===== src/rtl/tdm_demux_1to32.sv =====
// -----------------------------------------------------------------------------
// tdm_demux_1to32
//   Receive end of an N_CH-channel time-division serial link. Each accepted
//   beat carries one bit. Beat k of a frame belongs to channel k. The frame_sync
//   flag marks channel 0.
//   Each completed frame appears on dout as one parallel word. A one-cycle
//   dout_valid pulse accompanies it. The block detects a lost sync and
//   recovers from it.
//
//   Handshake: din/frame_sync are qualified by din_valid. There is no
//   backpressure, so every cycle with din_valid=1 is consumed as one beat.
//   dout_valid and sync_err are single-cycle pulses. They are never high
//   together.
//
// Ports
//   clk         in   1      rising-edge clock
//   rst_n       in   1      synchronous reset, active low
//   din         in   1      serial data bit
//   din_valid   in   1      din/frame_sync qualified this cycle
//   frame_sync  in   1      with din_valid: this beat is channel 0
//   dout        out  N_CH   last complete frame, lane-mapped per LANE_REV
//   dout_valid  out  1      1-cycle pulse: dout updated this cycle
//   ch_idx      out  SEL_W  channel the next accepted beat will fill
//   locked      out  1      1 after a clean full frame, 0 after a sync error
//   sync_err    out  1      1-cycle pulse on a framing violation
//   state_dbg   out  1      current FSM state (0 = HUNT, 1 = RECV)
// -----------------------------------------------------------------------------
module tdm_demux_1to32 #(
    parameter int N_CH     = 32,
    parameter int SEL_W    = 5,
    parameter int LANE_REV = 0
) (
    input  logic             clk,
    input  logic             rst_n,
    input  logic             din,
    input  logic             din_valid,
    input  logic             frame_sync,
    output logic [N_CH-1:0]  dout,
    output logic             dout_valid,
    output logic [SEL_W-1:0] ch_idx,
    output logic             locked,
    output logic             sync_err,
    output logic             state_dbg
);

    typedef enum logic {
        ST_HUNT = 1'b0,
        ST_RECV = 1'b1
    } state_t;

    localparam logic [SEL_W-1:0] LAST_CH = SEL_W'(N_CH - 1);
    localparam logic [SEL_W-1:0] CH_ONE  = SEL_W'(1);

    state_t           state_q, state_d;
    logic [SEL_W-1:0] ch_idx_q, ch_idx_d;
    logic [N_CH-1:0]  asm_q, asm_d;
    logic [N_CH-1:0]  dout_q, dout_d;
    logic             dout_valid_q, dout_valid_d;
    logic             locked_q, locked_d;
    logic             sync_err_q, sync_err_d;

    // The completed frame is the assembly register with the final channel
    // taken straight from the current beat. This lets dout load in the same
    // cycle as the last beat.
    logic [N_CH-1:0]  frame_full;
    logic [N_CH-1:0]  frame_mapped;

    always_comb begin
        frame_full           = asm_q;
        frame_full[N_CH-1]   = din;
        frame_mapped         = frame_full;
        if (LANE_REV != 0) begin
            for (int k = 0; k < N_CH; k++) begin
                frame_mapped[k] = frame_full[N_CH-1-k];
            end
        end
    end

    always_comb begin
        state_d      = state_q;
        ch_idx_d     = ch_idx_q;
        asm_d        = asm_q;
        dout_d       = dout_q;
        locked_d     = locked_q;
        dout_valid_d = 1'b0;
        sync_err_d   = 1'b0;

        if (din_valid) begin
            case (state_q)
                ST_HUNT: begin
                    // Beats without sync are dropped silently while hunting.
                    if (frame_sync) begin
                        asm_d[0] = din;
                        ch_idx_d = CH_ONE;
                        state_d  = ST_RECV;
                    end
                end

                ST_RECV: begin
                    if (ch_idx_q == '0) begin
                        if (frame_sync) begin
                            asm_d[0] = din;
                            ch_idx_d = CH_ONE;
                        end else begin
                            // Missing sync: drop the beat and hunt again.
                            sync_err_d = 1'b1;
                            locked_d   = 1'b0;
                            ch_idx_d   = '0;
                            state_d    = ST_HUNT;
                        end
                    end else if (frame_sync) begin
                        // Early sync: abandon the partial frame. Restart
                        // with this beat as channel 0. dout is untouched.
                        sync_err_d = 1'b1;
                        locked_d   = 1'b0;
                        asm_d[0]   = din;
                        ch_idx_d   = CH_ONE;
                    end else if (ch_idx_q == LAST_CH) begin
                        asm_d[ch_idx_q] = din;
                        dout_d          = frame_mapped;
                        dout_valid_d    = 1'b1;
                        locked_d        = 1'b1;
                        ch_idx_d        = '0;
                    end else begin
                        asm_d[ch_idx_q] = din;
                        ch_idx_d        = ch_idx_q + CH_ONE;
                    end
                end

                default: begin
                    state_d  = ST_HUNT;
                    ch_idx_d = '0;
                end
            endcase
        end
    end

    always_ff @(posedge clk) begin
        if (!rst_n) begin
            state_q      <= ST_HUNT;
            ch_idx_q     <= '0;
            asm_q        <= '0;
            dout_q       <= '0;
            dout_valid_q <= 1'b0;
            locked_q     <= 1'b0;
            sync_err_q   <= 1'b0;
        end else begin
            state_q      <= state_d;
            ch_idx_q     <= ch_idx_d;
            asm_q        <= asm_d;
            dout_q       <= dout_d;
            dout_valid_q <= dout_valid_d;
            locked_q     <= locked_d;
            sync_err_q   <= sync_err_d;
        end
    end

    assign dout       = dout_q;
    assign dout_valid = dout_valid_q;
    assign ch_idx     = ch_idx_q;
    assign locked     = locked_q;
    assign sync_err   = sync_err_q;
    assign state_dbg  = state_q;

endmodule


===== config.mk =====
export PLATFORM = sky130hd
export DESIGN_NAME = tdm_demux_1to32
export DESIGN_NICKNAME = d
export VERILOG_FILES = /design/src/rtl/tdm_demux_1to32.sv
export SDC_FILE = /design/constraint.sdc
export NUM_CORES = 1
export LEC_CHECK = 0
export BUFFER_PORTS_ARGS = -buffer_cell sky130_fd_sc_hd__buf_2
export CAP_MARGIN = 10
export CORE_MARGIN = 4
export CORE_UTILIZATION = 56
export DETAILED_ROUTE_END_ITERATION = 10
export GPL_TIMING_DRIVEN = 0
export PLACE_DENSITY_LB_ADDON = 0.25
export SLEW_MARGIN = 20
export SYNTH_ARGS = -nofsm -noshare
export SYNTH_HDL_FRONTEND = slang
export SYNTH_SLANG_ARGS = --single-unit

===== constraint.sdc =====
create_clock -name clk -period 3.1 [get_ports clk]
set_input_delay 0.62 -clock clk [delete_from_list [all_inputs] [get_ports clk]]
set_output_delay 0.62 -clock clk [all_outputs]
set_load 0.01 [all_outputs]

* Word-level counts from Yosys, hierarchy flattened
Cells that the tools add are included.
W data, S select, Z words.
** Operators by class
- Bitwise operators :: 5
- Equality and inequality tests :: 3
- Reduce and logical (&&, ||, !) cells :: 9
- Add/subtract/negate cells :: 1
- $lt $le $gt $ge :: 2
- Multiplexer cells :: 23
** Operator list (number)
- $bwmux W32 :: 1
- $mux W5 :: 4
- $mux W1 :: 14
- $pmux W5 S2 :: 1
- $reduce_and A4 Y1 :: 2
- $lt A5 B6 Y1 const B :: 1
- $add A5 B1 Y5 const B :: 1
- $demux W1 S5 :: 1
- $eq A5 B5 Y1 const B :: 1
- $ge A5 B1 Y1 const B :: 1
- $logic_not A5 Y1 :: 1
- $not A1 Y1 :: 5
- $reduce_and A5 Y1 :: 1
- $reduce_or A5 Y1 :: 1
- $ne A2 B2 Y1 const B :: 2
- $pmux W1 S2 :: 2
- $reduce_and A3 Y1 :: 1
- $reduce_bool A3 Y1 :: 1
- $reduce_and A2 Y1 :: 1
- $logic_and A1 B1 Y1 :: 1
** Storage, ports and cells
- Input port bits :: 5
- Output and inout bits :: 41
- Register bits after elaboration :: 73

* Depth between registers and ports, before layout
Gate-level depths: netlist of the first run.
- Depth after elaboration :: 8
- Gate-level depth with buffers :: 11
- Depth with buffers taken out :: 7

* Worst setup path before layout of the first run
OpenSTA, ideal clock, no wires.
- Path type :: flip-flop to flip-flop
- From :: register ch_idx_q[0], in the netlist ch_idx[0]
- To :: register asm_q[21]
- Data required time :: 3.012 ns
- Data arrival time :: 2.218 ns
- Clock period less this slack :: 2.306 ns
- Path buffers :: 3
- Cell stages (with the launch flop) :: 11
- Setup slack :: 0.794 ns
- Cells stage by stage :: dfxtp_1 -> inv_1 -> ha_1 -> or4b_4 -> buf_6 -> ha_1 -> clkbuf_1 -> nand4_1 -> clkbuf_1 -> o211ai_1 -> o31ai_1
** Between the ends
- Cells in the longest elaborated chain, start to end :: 5
- Elaborated cells on any way between the ends :: 9
- Those cells by class :: 2 x order compare; 3 x mux; 1 x bitwise; 3 x reduce/logical
** RTL lines
- start: declaration :: RTL line 55 : logic [SEL_W-1:0] ch_idx_q, ch_idx_d;
- start signal: assignment :: RTL line 149 : ch_idx_q <= ch_idx_d;
- $lt A5 B6 Y1 (implied by the code) / $ge A5 B1 Y1 (equally long branches) :: RTL line 119, 125
- $logic_and A1 B1 Y1 (implied by the code) :: RTL line 119, 125
- $mux W1 (implied by the code) :: RTL line 119, 125
- $demux W1 S5 :: RTL line 119, 125
- $bwmux W32 :: RTL line 119, 125
- end signal: assignment :: RTL line 150 : asm_q <= asm_d;
- end: declaration :: RTL line 56 : logic [N_CH-1:0] asm_q, asm_d;
Parallel ways exist; a longest one is shown, timed or not.
A chain may end at the register's enable or synchronous reset.

* Worst setup path after layout of the first run
- From :: register ch_idx_q[0], in the netlist ch_idx[0]
- To :: register asm_q[25]
Same word-level chain as after synthesis.

==> results.py, run 1 <==
metrics = {
    "clocking": {
        "clkTransAtPathRegs_ps": 70,
        "htreeDepth": 3,
        "clock_latency_ps": 340,
        "root_buffer": "clkbuf_8",
        "cts_resized": 0,
        "cts_tree": "yes",
        "clockBufferDepth": 2,
        "postCtsSetupBuffers": 0,
        "hold_buffers": 0,
        "cts_made_buffers": 9,
        "cts_sinks": 72,
    },
    "timing": {
        "finalSetupTns_ps": 0,
        "fin_crit_ps": 2890,
        "drv_slew": 0,
        "worst_pin_slew_ps": 531,
        "clock_skew_ps": 7.37,
        "hold_viol": 0,
        "max-slew-margin-rel": 0.646,
        "rsz0062_at_grt": "false",
        "fmax_mhz": 346,
        "fin_crit_sh": 0.933,
        "finalSetupViolCount": 0,
    },
    "global_routing": {
        "overflow": 0,
        "grt_max_degree": 11,
        "grt_first_pass_wirelength_microns": 11700,
        "antenna_found_initial": 0,
        "grt_pass1_vias": 2421,
        "grtUsageTotal": 0.230,
    },
    "logic_synthesis": {
        "ys_types": 38,
        "syn_avg_cell_area_sq_um": 8.86,
        "synth.top_cells.by_count": "73 x nand2_1, 72 x dfxtp_1, 35 x a21oi_1, 27 x o211ai_1, 27 x o31ai_1",
        "ys_ff_latch": 72,
        "synthTopCellsByArea": "dfxtp_1 49%, nand2_1 9.3%, o211ai_1 6.9%",
        "synth_area_sq_um": 2940,
        "yosys.area.top_type": "dfxtp_1",
        "synth_top_area_share": 0.490,
        "yosysMostFrequentCell": "nand2_1",
        "yosysSeqAreaShare": 0.490,
        "synth_enable_flop_cells": 0,
        "synth_flop_cell": "dfxtp_1",
        "synthArstFlopShare": 0,
        "yosys_warnings": 0,
        "synthCells": 332,
        "syn_nets": 346,
    },
    "floorplan": {
        "initial_core_util": 0.576,
        "dieWidth_microns": 80.5,
        "dieArea_sq_um": 6480,
        "ios": 46,
        "rows": 26,
        "coreArea_sq_um": 5110,
        "die_h_microns": 80.5,
    },
    "critical_path": {
        "critPathRequiredTime_ps": 3310,
        "path_class": "flip-flop to flip-flop",
        "rr_endpoint": "asm_q[25]",
        "worstReg2RegStart": "ch_idx[0]",
        "reg2regPathDepth": 10,
        "arrival_ps": 3100,
        "critPathLaunchType": "flip-flop",
        "reg2reg_slack_ps": 210,
        "path_max_fanout": 10,
        "cp-end-kind": "flip-flop",
        "startpoint": "ch_idx[0]",
    },
    "pwr": {
        "ir_worst_vdd_uv": 367,
        "p_leak_uw": 0.00128,
        "p_per_area_nw_per_um2": 497,
        "power_uw": 1710,
    },
    "routing": {
        "drc": 0,
        "drt_pass1_iterations": 5,
        "ant_nets": 0,
        "wl_per_cell_microns": 15.2,
        "routed_wirelength_microns": 6970,
        "drtIter0Drc": 174,
        "vias": 2632,
        "avgViaCountPerCell": 5.72,
    },
    "worst_hold_path": {
        "holdCritStartpoint": "dout[26]",
        "min_path_type": "flip-flop to flip-flop",
        "hold_end": "dout[26]",
        "whs_path_depth": 2,
    },
    "placement": {
        "numPortBuffers": 45,
        "hpwl_microns": 4740,
        "placed_area_sq_um": 3260,
        "place.gp.congestion": 0.835,
    },
    "cells_and_area": {
        "utilization": 0.672,
        "area_growth_pct": 16.6,
        "drive_gt1_frac": 0.169,
        "diodes": 0,
        "layout.nets": 402,
        "final_area_sq_um": 3430,
    },
    "run": {
        "cap_violations": 0,
    },
    "run_status": {
        "status": "finished clean",
    },
}
[worst max-delay path: stages (launching register included)]
cell and delay, ps:
dfxtp_1 480, inv_1 120, ha_1 230, or4b_4 200, buf_6 130, ha_1 150, clkbuf_1 300, nand4_1 410
clkbuf_1 380, o211ai_1 250, o31ai_1 90
[worst max-delay path by stage]
| stage | slack [ps] | to |
|---|---|---|
| 6_report | 210 | asm_q[25] |
| 5_1_grt | 40 | asm_q[21] |
| 4_1_cts | 260 | asm_q[25] |
| 3_5_place_dp | 290 | asm_q[25] |
| 3_3_place_gp | 400 | asm_q[25] |
| 2_1_floorplan | 790 | asm_q[21] |
[metal layers]
metal | vias up | track usage | share of wire
li1 | 1312 | - | -
met1 | 1214 | 0.305 | 0.45
met2 | 91 | 0.367 | 0.46
met3 | 15 | 0.0370 | 0.068
met4 | 0 | 0.0997 | 0.019
met5 | - | 0 | 0
[stage by stage]
stage	setup slack (ps)	std cells	hold WS, ps
floorplan	794	332	432
global placement	395	447	440
detailed placement	294	447	444
CTS	258	460	453
global route	36.7	460	464
finish	209	460	451
[state kept, by name, indices dropped and copies added, names as in the netlist]
signal / count
sync_err: 1
ch_idx: 5
locked: 1
dout_valid: 1
asm_q: 31
state_dbg: 1
dout: 32
[logic make-up after synthesis]
logic type                 Yosys count  share of synthesized area
and+or+nand+nor                    110                      0.179
AOI/OAI and AO/OA                  102                      0.230
DFF                                 72                      0.490
buffers and inverters               36                     0.0531
adders and majority gates            9                     0.0383
muxes                                3                     0.0102
[power breakdown]
| group | internal [uW] | leakage [uW] | switching [uW] | total (uW) |
|---|---|---|---|---|
| sequential | 927 | 0.000580 | 4.58 | 932 |
| combinational | 20.4 | 0.000609 | 50.7 | 71.1 |
| clock | 382 | 0.0000884 | 322 | 703 |
| total | 1330 | 0.00128 | 377 | 1710 |
[final cells by class]
type / instances / area [sq um]
Timing Repair Buffer: 45 / 225
Multi-Input combinational cell: 224 / 1350
Tap cell: 70 / 87.6
Fill cell: 452 / 1680
Inverter: 5 / 23.8
Clock buffer: 12 / 145
Sequential cell: 72 / 1440
Clock inverter: 1 / 30.0
Buffer: 31 / 133
[placed cells by master, fill, tap and decap left out, types with 8 or more instances in the layout]
cell type and count:
nand2_1 73, dfxtp_1 72, buf_2 49, a21oi_1 35, clkbuf_1 27, o211ai_1 27
o31ai_1 27, clkbuf_8 10, ha_1 9, nand4_1 8, nand3_1 8
No activity file was read; power rests on OpenSTA's default activity.
==> run 2, diff against run 1 <==
BUFFER_PORTS_ARGS = default   (was -buffer_cell sky130_fd_sc_hd__buf_2)
CORE_UTILIZATION = 57   (was 56)
DONT_BUFFER_PORTS = 1   (was default)
==> run 2 against run 1 <==
  * First-iteration DRC count fell by 29%
  * Sequential share of layout area rose by 3.3 points
  * Sequential cell count did not move
  * Global-route usage fell by 1.6 points
  * Via count fell by 8.0%
  * Clock power fell by 13%
  * Non-clock buffer count fell by 45
  * Cell count fell by 10%
==> results.py, run 2 (same netlist as run 1, synthesis figures left out) <==
metrics = {
    "run_status": {
        "status": "finished clean",
    },
    "run": {
        "cap_violations": 0,
    },
    "placement": {
        "hpwl_microns": 4500,
        "dp.cells": 399,
        "numPortBuffers": 0,
        "place.gp.congestion": 0.846,
    },
    "floorplan": {
        "ios": 46,
        "die_h_microns": 79.9,
        "coreArea_sq_um": 4850,
        "dieArea_sq_um": 6380,
        "rows": 25,
        "initial_core_util": 0.607,
        "dieWidth_microns": 79.9,
    },
    "routing": {
        "vias": 2421,
        "drc": 0,
        "drt_pass1_iterations": 5,
        "ant_nets": 0,
        "drtIter0Drc": 124,
        "wl_per_cell_microns": 15.3,
        "avgViaCountPerCell": 5.85,
        "routed_wirelength_microns": 6340,
    },
    "clocking": {
        "postCtsSetupBuffers": 0,
        "cts_resized": 0,
        "root_buffer": "clkbuf_8",
        "cts_sinks": 72,
        "htreeDepth": 3,
        "cts_made_buffers": 9,
        "clkTransAtPathRegs_ps": 70,
        "clock_latency_ps": 340,
        "clockBufferDepth": 2,
        "cts_tree": "yes",
        "hold_buffers": 0,
    },
    "cells_and_area": {
        "largest_reg_flops": 32,
        "layout.nets": 357,
        "final_common_cell": "nand2_1",
        "drive_gt1_frac": 0.0663,
        "instances_no_fill": 414,
        "area_growth_pct": 8.08,
        "final_cell_mix": "73 x nand2_1, 72 x dfxtp_1, 35 x a21oi_1",
        "diodes": 0,
    },
    "critical_path": {
        "arrival_ps": 3030,
        "cp_slowest_cell": "dfxtp_1",
        "cp-end-kind": "flip-flop",
        "path_max_fanout": 10,
        "path_class": "flip-flop to flip-flop",
        "reg2regPathDepth": 10,
        "critPathLaunchType": "flip-flop",
        "cp_cell_sequence": "inv_1, ha_1, or4b_4, buf_6, ha_1, clkbuf_1, nand4_1, clkbuf_1, o211ai_1, o31ai_1",
        "critPathRequiredTime_ps": 3310,
        "cp_slowest_stage_delay_ps": 530,
    },
    "timing": {
        "finalSetupViolCount": 0,
        "clock_skew_ps": 6.93,
        "fin_crit_ps": 2820,
        "max-slew-margin-rel": 0.667,
        "rsz0062_at_grt": "false",
        "fin_crit_sh": 0.910,
        "finalSetupTns_ps": 0,
        "hold_viol": 0,
        "worst_pin_slew_ps": 500,
        "drv_slew": 0,
        "fmax_mhz": 355,
    },
    "pwr": {
        "p_leak_uw": 0.00102,
        "p_int_uw": 1230,
        "p_switching_uw": 380,
        "pwr-share-clk": 0.382,
        "comb_power_share": 0.037,
        "p_per_area_nw_per_um2": 505,
        "switching_share": 0.237,
        "seq_power_share": 0.581,
        "ir_worst_vdd_uv": 279,
    },
    "global_routing": {
        "grt_pass1_vias": 2277,
        "grt_first_pass_wirelength_microns": 10600,
        "grtUsageTotal": 0.213,
        "overflow": 0,
        "antenna_found_initial": 0,
        "grt_max_degree": 12,
    },
    "worst_hold_path": {
        "whs_path_depth": 2,
        "min_path_type": "input pin to flip-flop",
    },
}
-- run 2: layer usage --
layer / vias up / global-route usage / wire [microns]
met2: 72 / 0.338 / 2970
met4: 0 / 0.0828 / 125
met5: - / 0 / 0
met1: 1108 / 0.264 / 2800
met3: 12 / 0.0779 / 442
li1: 1229 / - / -
-- run 2: area by class of cell --
type                    instances  area (sq um)
well taps                      67          83.8
clock inverters                 4          22.5
inverters                       5          23.8
clock buffers                  11           131
fillers                       414          1670
flip-flops and latches         72          1440
multi-input cells             224          1350
plain buffers                  31           133
-- run 2: power groups by stage --
stage	Sequential (uW)	Combinational [uW]	Clock, uW
floorplan	953	45.7	0
global placement	954	58.0	0
detailed placement	954	58.8	0
CTS	933	59.0	626
global route	933	66.9	665
finish	933	59.4	614
-- run 2: stage by stage --
stage               cell area (sq um)  setup WS (ps)  utilization  power (uW)  hold WS, ps
CTS                              3180            301        0.656        1620          419
global placement                 3030            344        0.624        1010          446
detailed placement               3030            316        0.624        1010          450
floorplan                        2940            794            -         999          432
finish                           3180            280        0.656        1610          424
global route                     3180           42.1        0.656        1670          424
-- run 2: worst max-delay path: cells and delay by family, from the launching register on --
family,cells,cell delay (ps)
and+or+nand+nor,2,560
adders and majority gates,2,370
AOI/OAI and AO/OA,2,330
DFF,1,530
buffers and inverters,4,880
-- run 2: worst paths after layout --
check        slack, ps         to      start
max                280  asm_q[21]  ch_idx[0]
min reg2reg        450   dout[26]  asm_q[26]
max reg2reg        280  asm_q[21]  ch_idx[0]
min                420   dout[31]        din
